**src/rtl/uart_rx_wb.sv**
```systemverilog
// 8N1 UART receiver that delivers each received byte as a register-file write
// to a fixed destination register, with frame-error and overrun reporting.
module uart_rx_wb #(
    parameter int          CLKS_PER_BIT = 868,
    parameter logic [4:0]  DEST_REG     = 5'd6
) (
    input  logic        cpu_clk,
    input  logic        rst,
    input  logic        rx_serial,
    input  logic        wr_grant,
    output logic        rx_wen,
    output logic [4:0]  rx_rd,
    output logic [31:0] rx_wdata,
    output logic        rx_busy,
    output logic        frame_err,
    output logic        overrun
);

    localparam int CNT_W = (CLKS_PER_BIT > 1) ? $clog2(CLKS_PER_BIT) : 1;
    localparam logic [CNT_W-1:0] BIT_LAST  = CNT_W'(CLKS_PER_BIT - 1);
    localparam logic [CNT_W-1:0] HALF_LAST = CNT_W'(CLKS_PER_BIT / 2 - 1);
    localparam logic [CNT_W-1:0] CNT_ONE   = CNT_W'(1);

    localparam logic [1:0] IDLE  = 2'd0;
    localparam logic [1:0] START = 2'd1;
    localparam logic [1:0] DATA  = 2'd2;
    localparam logic [1:0] STOP  = 2'd3;

    logic             rx_meta;
    logic             rxs;
    logic [1:0]       state;
    logic [CNT_W-1:0] clk_cnt;
    logic [2:0]       bit_cnt;
    logic [7:0]       shift_reg;
    logic [7:0]       hold_reg;
    logic             pending;
    logic             stop_sample;
    logic             write_done;
    logic             accept;

    // Synchronizer flops reset high so a reset never looks like a start edge.
    always_ff @(posedge cpu_clk or posedge rst) begin
        if (rst) begin
            rx_meta <= 1'b1;
            rxs     <= 1'b1;
        end else begin
            rx_meta <= rx_serial;
            rxs     <= rx_meta;
        end
    end

    always_ff @(posedge cpu_clk or posedge rst) begin
        if (rst) begin
            state     <= IDLE;
            clk_cnt   <= '0;
            bit_cnt   <= 3'd0;
            shift_reg <= 8'd0;
        end else begin
            case (state)
                IDLE: begin
                    clk_cnt <= '0;
                    bit_cnt <= 3'd0;
                    if (!rxs) begin
                        state <= START;
                    end
                end
                START: begin
                    if (clk_cnt == HALF_LAST) begin
                        clk_cnt <= '0;
                        state   <= rxs ? IDLE : DATA;
                    end else begin
                        clk_cnt <= clk_cnt + CNT_ONE;
                    end
                end
                DATA: begin
                    if (clk_cnt == BIT_LAST) begin
                        clk_cnt   <= '0;
                        shift_reg <= {rxs, shift_reg[7:1]};
                        bit_cnt   <= bit_cnt + 3'd1;
                        if (bit_cnt == 3'd7) begin
                            state <= STOP;
                        end
                    end else begin
                        clk_cnt <= clk_cnt + CNT_ONE;
                    end
                end
                default: begin
                    if (clk_cnt == BIT_LAST) begin
                        clk_cnt <= '0;
                        state   <= IDLE;
                    end else begin
                        clk_cnt <= clk_cnt + CNT_ONE;
                    end
                end
            endcase
        end
    end

    assign stop_sample = (state == STOP) && (clk_cnt == BIT_LAST);
    assign write_done  = pending && wr_grant;
    // A write completing on the same edge frees the holding register for the new byte.
    assign accept      = stop_sample && rxs && (!pending || write_done);

    always_ff @(posedge cpu_clk or posedge rst) begin
        if (rst) begin
            hold_reg  <= 8'd0;
            pending   <= 1'b0;
            frame_err <= 1'b0;
            overrun   <= 1'b0;
        end else begin
            frame_err <= stop_sample && !rxs;
            overrun   <= stop_sample && rxs && pending && !write_done;
            if (accept) begin
                hold_reg <= shift_reg;
                pending  <= 1'b1;
            end else if (write_done) begin
                pending  <= 1'b0;
            end
        end
    end

    assign rx_wen   = pending;
    assign rx_rd    = DEST_REG;
    assign rx_wdata = {24'd0, hold_reg};
    assign rx_busy  = (state != IDLE);

endmodule

```
**config.mk**
```make
export PLATFORM = sky130hd
export DESIGN_NAME = uart_rx_wb
export DESIGN_NICKNAME = d
export VERILOG_FILES = /design/src/rtl/uart_rx_wb.sv
export SDC_FILE = /design/constraint.sdc
export NUM_CORES = 1
export LEC_CHECK = 0
export CORE_ASPECT_RATIO = 1.4
export CORE_MARGIN = 2
export CORE_UTILIZATION = 49
export DETAILED_ROUTE_END_ITERATION = 6
export PLACE_DENSITY = 0.84
export SLEW_MARGIN = 20
export SYNTH_ARGS = -nofsm -noshare
export SYNTH_HDL_FRONTEND = slang
export SYNTH_SLANG_ARGS = --single-unit
```
**constraint.sdc**
```tcl
create_clock -name cpu_clk -period 3.11 [get_ports cpu_clk]
set_clock_uncertainty 0.2 [all_clocks]
set_input_delay 0.7775 -clock cpu_clk [delete_from_list [all_inputs] [get_ports cpu_clk]]
set_output_delay 0.7775 -clock cpu_clk [all_outputs]
set_load 0.01 [all_outputs]
```
* Word level (Yosys, flattened, before mapping)
Cells that the tools add are included.
** Cells by class
- Mux-type cells :: 14
- Equality and inequality tests :: 10
- Add/subtract/negate cells :: 2
- Reductions and logical operators :: 19
** Operator list (count)
- $mux 10 :: 2
- $pmux 10 s2 :: 1
- $mux 2 :: 6
- $add 10x1->10 const B :: 1
- $eq 10x10->1 const B :: 1
- $eq 10x9->1 const B :: 1
- $ne 2x2->1 const B :: 4
- $logic_and 1x1->1 :: 7
- $pmux 2 s3 :: 1
- $pmux 3 s2 :: 1
- $reduce_bool 2->1 :: 3
- $reduce_and 5->1 :: 1
- $eq 2x2->1 const B :: 2
- $reduce_and 2->1 :: 2
- $add 3x1->3 const B :: 1
- $eq 3x3->1 const B :: 1
- $logic_not 1->1 :: 3
- $mux 3 :: 1
- $reduce_bool 3->1 :: 1
- $eq 2x1->1 const B :: 1
- $logic_not 2->1 :: 1
- $mux 1 :: 2
- $logic_or 1x1->1 :: 1
** Word-level totals
- Register bits after elaboration :: 36
- Logic and storage cells :: 55

* Longest topological paths before layout
Gate-level depths: netlist (run 1).
- Word-level depth :: 5
- Gate-level depth with buffers :: 6
- Gate-level depth less buffers :: 6

* Worst setup path after synthesis (run 1)
No wires, ideal clock.
- Path type :: reg-to-reg
- Start :: reg clk_cnt[0]
- End :: reg hold_reg[0]
- Data arrival time :: 2.094 ns
- Required time :: 2.785 ns
- Cell stages (with the launch flop) :: 7
- Setup slack :: 0.691 ns
- Period minus slack after synthesis :: 2.419 ns
- Path through :: dfrtp_1 -> ha_1 -> and3_1 -> or4b_4 -> or3b_1 -> buf_6 -> mux2_4
** On the way
- Word-level cells in the longest chain between the ends :: 4
** RTL lines
- from (decl) :: line 32 : logic [CNT_W-1:0] clk_cnt;
- from (signal assigned) :: line 72 : clk_cnt <= clk_cnt + CNT_ONE;
- from (signal assigned) :: line 84 : clk_cnt <= clk_cnt + CNT_ONE;
- from (signal assigned) :: line 92 : clk_cnt <= clk_cnt + CNT_ONE;
- $eq 10x10->1 :: line 99 : assign stop_sample = (state == STOP) && (clk_cnt == BIT_LAST);
- $logic_and 1x1->1 :: line 99
- $logic_and 1x1->1 (2 in series) :: line 102 : assign accept = stop_sample && rxs && (!pending || write_done);
- to (signal assigned) :: line 114 : hold_reg <= shift_reg;
- to (decl) :: line 35 : logic [7:0] hold_reg;
Every way passes these cells.
A chain may end at the register's enable or synchronous reset.

* Final worst setup path (run 1)
- Start :: reg clk_cnt[0]
- End :: reg hold_reg[3]
Same word-level chain as after synthesis.

==> results of run 1 <==
[report_power, final]
group	leakage [nW]	internal, mW	switching, mW
Sequential	0.481	0.470	0.00129
Clock	0.0552	0.238	0.163
Combinational	0.450	0.00466	0.0248
[through the flow]
| step | utilization | worst slack, ps | hold slack [ps] | cells | total power, mW |
|---|---|---|---|---|---|
| 2_1_floorplan | - | 691 | 145 | 188 | 0.530 |
| 3_3_place_gp | 0.527 | 465 | 147 | 213 | 0.510 |
| 3_5_place_dp | 0.527 | 404 | 151 | 213 | 0.510 |
| 4_1_cts | 0.557 | 401 | 160 | 221 | 0.913 |
| 5_1_grt | 0.557 | 241 | 164 | 221 | 0.937 |
| 6_report | 0.557 | 421 | 157 | 221 | 0.902 |
[final cells by class]
cell class	instances	area (sq um)	area share
multi-input combinational	113	763	0.380
clock inverter	2	35.0	0.0174
clock buffer	6	72.6	0.0361
tap	42	52.6	0.0261
timing repair buffer	17	165	0.0821
inverter	5	18.8	0.00933
sequential	36	903	0.449
[layout by cell type, fill, tap and decap left out, types with 2 or more instances in the layout]
master,synthesis,routed
and3_1,3,3
buf_4,29,2
clkbuf_8,0,5
clkdlybuf4s50_1,0,15
conb_1,2,29
dfrtp_1,34,34
dfstp_2,2,2
ha_1,4,4
inv_1,5,5
mux2_2,8,8
mux2_4,8,8
nand2_1,9,9
nand3_1,10,10
nor2_1,12,12
nor3_1,4,4
o21ai_0,2,2
o311ai_0,2,2
xnor2_1,4,4
xor2_1,4,4
[Yosys cell counts]
cell / number / area [sq um]
mux2_4: 8 / 120
nand2b_1: 1 / 6.26
o211ai_1: 1 / 7.51
xor2_1: 4 / 35.0
xnor2_1: 4 / 35.0
dfstp_2: 2 / 52.6
nor3b_1: 1 / 7.51
nor4_1: 1 / 6.26
or2_2: 1 / 6.26
conb_1: 2 / 7.51
nor3_1: 4 / 20.0
mux4_2: 1 / 22.5
nand4bb_1: 1 / 11.3
or3b_1: 1 / 8.76
ha_1: 4 / 50.1
buf_4: 29 / 218
o311ai_0: 2 / 17.5
nand4_1: 1 / 6.26
nor2b_1: 1 / 6.26
buf_6: 1 / 11.3
nor4bb_1: 1 / 10.0
dfrtp_1: 34 / 851
nand2_1: 9 / 33.8
o41ai_1: 1 / 8.76
inv_1: 5 / 18.8
a22oi_1: 1 / 7.51
o21ai_0: 2 / 10.0
nand3_1: 10 / 50.1
and3_1: 3 / 18.8
nor2_1: 12 / 45.0
clkbuf_1: 4 / 15.0
or4b_4: 1 / 13.8
mux2_2: 8 / 90.1
[worst max path at each step]
stage / endpoint / slack [ps] / cells after the start
2_1_floorplan: hold_reg[0]$_DFFE_PP0P_ / 690 / 6
3_3_place_gp: hold_reg[6]$_DFFE_PP0P_ / 460 / 5
3_5_place_dp: hold_reg[3]$_DFFE_PP0P_ / 400 / 5
4_1_cts: hold_reg[3]$_DFFE_PP0P_ / 400 / 5
5_1_grt: hold_reg[5]$_DFFE_PP0P_ / 240 / 5
6_report: hold_reg[3]$_DFFE_PP0P_ / 420 / 5
[metal layers]
metal	track usage	wire length [um]
met2	0.223	1270
met3	0.0577	166
met4	0.0829	89
met1	0.157	1080
met5	0	0
[critical path, stage by stage, from the launching register on]
cell and delay (ps):
dfrtp_1 410, ha_1 240, and3_1 210, or4b_4 550, or3b_1 610, mux2_4 370
[kinds of logic (layout without fill, tap and decap cells)]
logic type	after synthesis	after routing
AO/OA/AOI/OAI	7	7
flip-flops	36	36
buffers and inverters	39	30
multiplexers	17	17
AND/OR/NAND/NOR	48	48
XOR/XNOR	8	8
other	2	29
adder cells (fa/ha/maj)	4	4
==> flow_summary.json, run 1 <==
{
  "syn-cell-area_sq_um": 1830,
  "hold-path-endpoint": "rxs$_DFF_PP1_",
  "synth_top_family_by_area": "buffers and inverters",
  "viasPerCell": 4.91,
  "rr_startpoint": "clk_cnt[0]$_DFF_PP0_",
  "grt_pass1_wl_um": 4570,
  "clk_latency_ps": 290,
  "start_util": 0.506,
  "cts_num_sinks": 36,
  "yosys.area_share.xor_xnor": 0.0383,
  "drcViolationCount": 0,
  "fmax_ghz": 0.372,
  "io_pins": 45,
  "post_synth_and_or_nand_nor_area_fraction": 0.137,
  "nFillCells": 303,
  "rrSetupSlack_ps": 420,
  "synth_compound_area_frac": 0.0281,
  "cts_max_level": 2,
  "start_kind": "flip-flop",
  "hold_path_depth": 0,
  "dr.pass1.iters": 4,
  "cts_tree": "done",
  "antenna_found_initial": 0,
  "post_cts_resize_count": 0,
  "drv_slew": 0,
  "startpoint": "clk_cnt[0]$_DFF_PP0_",
  "antennaDiodeCount": 0,
  "areaGrowthSynthToFinish_pct": 9.99,
  "critPathCaptureType": "flip-flop",
  "largest_reg_flops": 10,
  "r2r-end": "hold_reg[3]$_DFFE_PP0P_",
  "gp_congestion": 0.800,
  "setup_viol": 0,
  "die_height_um": 76.3,
  "setup-tns-final_ps": 0,
  "syn_inst": 161,
  "coreArea_sq_um": 3610,
  "hpwl_um": 1880,
  "power_leakage_nw": 0.987,
  "clk_pin_slew_ps": 70,
  "ir_worst_vdd_v": 0.000432,
  "synth_fa_ha_area_frac": 0.0274,
  "fin_crit_sh": 0.865,
  "placed_area_sq_um": 1900,
  "wl_um": 2610,
  "ctsHoldBuffers": 0,
  "rsz0062_at_grt": "no",
  "yosysWarningCount": 0,
  "muxShareOfSynthArea": 0.127,
  "first_global_vias": 1026,
  "status": "finished, final reports clean",
  "wl_per_cell_um": 11.8,
  "cts_setup_buffers": 0,
  "final_cell_area_sq_um": 2010,
  "ant_nets": 0,
  "rows": 26,
  "nets": 186,
  "crit_type": "flip-flop to flip-flop",
  "drive_gt1_frac": 0.168,
  "period_minus_slack_ps": 2690,
  "clk_path_buf_depth": 2,
  "synth.avg_cell_area_sq_um": 11.4,
  "vias": 1086,
  "yosysUniqueCellTypes": 33,
  "final_hold_viol_count": 0,
  "hp-class": "flip-flop to flip-flop",
  "ys_ff_latch": 36,
  "cts_root_buf": "clkbuf_8",
  "critPathArrivalTime_ps": 2670,
  "dieWidth_um": 55.6,
  "p_per_area_nw_per_um2": 449,
  "required_ps": 3090,
  "min_from": "rx_meta$_DFF_PP1_",
  "track_usage": 0.141,
  "drt_iter0_drc": 12,
  "dieArea_sq_um": 4240,
  "gr-total-overflow": 0,
  "cts_made_buffers": 5,
  "port_buffers": 15,
  "ys_seq_area_frac": 0.494,
  "grt_max_degree": 37,
  "drv_cap": 0,
  "worstPathMaxFanout": 13,
  "worst-r2r-cell-count": 5
}
Power figures use the tool's default switching activity.
==> run 2, diff against run 1 <==
Settings changed: CTS_BUF_LIST set to sky130_fd_sc_hd__clkbuf_4 sky130_fd_sc_hd__clkbuf_8 sky130_fd_sc_hd__clkbuf_16.
==> run 2 against run 1 <==
Net effect: setup slack about the same; non-clock buffer count unchanged; sequential share of layout area decreased by 0.084 points; via count rose by 0.28%; maximum frequency hardly changed; first-iteration DRC count is the same.
==> flow_summary.json, run 2 (synthesized netlist as in run 1, its figures left out) <==
{
  "first_global_vias": 1026,
  "p_clk_frac": 0.450,
  "hp-class": "flip-flop to flip-flop",
  "nets": 186,
  "grt_pass1_wl_um": 4570,
  "worstPathMaxFanout": 13,
  "placed_area_sq_um": 1900,
  "p_sw_frac": 0.208,
  "fin_crit_sh": 0.865,
  "gp_congestion": 0.800,
  "rrSetupSlack_ps": 420,
  "min_from": "rx_meta$_DFF_PP1_",
  "die_height_um": 76.3,
  "wl_per_cell_um": 11.8,
  "drv_cap": 0,
  "p_per_area_nw_per_um2": 452,
  "gr-total-overflow": 0,
  "stdcell_count": 221,
  "antenna_found_initial": 0,
  "hold-path-endpoint": "rxs$_DFF_PP1_",
  "viasPerCell": 4.93,
  "multiInputGateArea_sq_um": 763,
  "critPathCaptureType": "flip-flop",
  "status": "finished, final reports clean",
  "port_buffers": 15,
  "clk_pin_slew_ps": 70,
  "cts_max_level": 2,
  "post_cts_resize_count": 0,
  "ctsHoldBuffers": 0,
  "dieArea_sq_um": 4240,
  "final_hold_viol_count": 0,
  "mostFrequentLayoutCells": "dfrtp_1 (34), conb_1 (29), clkdlybuf4s50_1 (15), nor2_1 (12), nand3_1 (10)",
  "critPathArrivalTime_ps": 2670,
  "drt_iter0_drc": 12,
  "drv_slew": 0,
  "dr.pass1.iters": 4,
  "fin_ws_ps": 420,
  "period_minus_slack_ps": 2690,
  "p_int_uw": 722,
  "cts_setup_buffers": 0,
  "start_util": 0.506,
  "fmax_ghz": 0.372,
  "crit_type": "flip-flop to flip-flop",
  "setup_viol": 0,
  "ir_worst_vdd_v": 0.000433,
  "areaGrowthSynthToFinish_pct": 10.2,
  "hold_path_depth": 0,
  "io_pins": 45,
  "ant_nets": 0,
  "r2r-end": "hold_reg[3]$_DFFE_PP0P_",
  "vias": 1089,
  "drcViolationCount": 0,
  "p_comb_frac": 0.032,
  "placed_cells": 213,
  "cts_num_sinks": 36,
  "largest_reg_flops": 10,
  "rows": 26,
  "final_common_cell": "dfrtp_1",
  "start_kind": "flip-flop",
  "coreArea_sq_um": 3610,
  "hpwl_um": 1880,
  "final_cell_area_sq_um": 2010,
  "power_leakage_nw": 0.990,
  "clk_path_buf_depth": 2,
  "nFillCells": 303,
  "track_usage": 0.141,
  "rsz0062_at_grt": "no",
  "ff_latch_area_sq_um": 903,
  "antennaDiodeCount": 0,
  "p_sw_uw": 189,
  "cts_tree": "done",
  "drive_gt1_frac": 0.173,
  "cts_root_buf": "clkbuf_8",
  "fin_util": 0.558,
  "grt_max_degree": 37,
  "rr_startpoint": "clk_cnt[0]$_DFF_PP0_",
  "clk_latency_ps": 290,
  "post-place-ws_ps": 404,
  "setup-tns-final_ps": 0,
  "dieWidth_um": 55.6,
  "required_ps": 3090,
  "worst-r2r-cell-count": 5,
  "cts_made_buffers": 5,
  "wl_um": 2610,
  "power_frac_seq": 0.518
}
==> run 2: worst max-delay path by stage <==
| stage | from | to | slack (ps) | depth (start not counted) |
|---|---|---|---|---|
| 2_1_floorplan | clk_cnt[0]$_DFF_PP0_ | hold_reg[0]$_DFFE_PP0P_ | 690 | 6 |
| 5_1_grt | clk_cnt[0]$_DFF_PP0_ | hold_reg[5]$_DFFE_PP0P_ | 240 | 5 |
| 3_3_place_gp | clk_cnt[0]$_DFF_PP0_ | hold_reg[6]$_DFFE_PP0P_ | 460 | 5 |
| 3_5_place_dp | clk_cnt[0]$_DFF_PP0_ | hold_reg[3]$_DFFE_PP0P_ | 400 | 5 |
| 6_report | clk_cnt[0]$_DFF_PP0_ | hold_reg[3]$_DFFE_PP0P_ | 420 | 5 |
| 4_1_cts | clk_cnt[0]$_DFF_PP0_ | hold_reg[3]$_DFFE_PP0P_ | 400 | 5 |
==> run 2: layer usage <==
layer  GRT usage  vias to the layer above  part of all wire
met5           0                        -                 0
met4      0.0829                        0             0.034
met3      0.0577                       10             0.064
met2       0.223                       34              0.49
met1       0.157                      524              0.42
li1            -                      521                 -
==> run 2: worst max-delay path, stage by stage, from the launching register on <==
cell	delay, ps
dfrtp_1	410
ha_1	240
and3_1	210
or4b_4	550
or3b_1	610
mux2_4	370
==> run 2: layout make-up <==
type | instances | area share
Sequential cell | 36 | 0.448
Multi-Input combinational cell | 113 | 0.379
Timing Repair Buffer | 17 | 0.0820
Clock buffer | 6 | 0.0379
Tap cell | 42 | 0.0261
Clock inverter | 2 | 0.0174
Inverter | 5 | 0.00932
==> run 2: per-stage QoR <==
step	hold slack, ps	power [mW]
4_1_cts	160	0.922
3_5_place_dp	151	0.510
5_1_grt	164	0.946
3_3_place_gp	147	0.510
6_report	157	0.911
2_1_floorplan	145	0.530
==> run 2: power by group through the flow <==
stage	clock network, mW	logic [mW]	registers, mW
after global placement	0	0.0294	0.481
after detailed placement	0	0.0296	0.481
after global routing	0.441	0.0334	0.472
after floorplan	0	0.0497	0.480
after CTS	0.420	0.0298	0.472
final	0.410	0.0295	0.472
==> run 3, diff against run 2 <==
Settings changed: GPL_ROUTABILITY_DRIVEN set to 0.
==> results of run 3 <==
No change in the layout: final DEF, timing and power equal those of run 2.
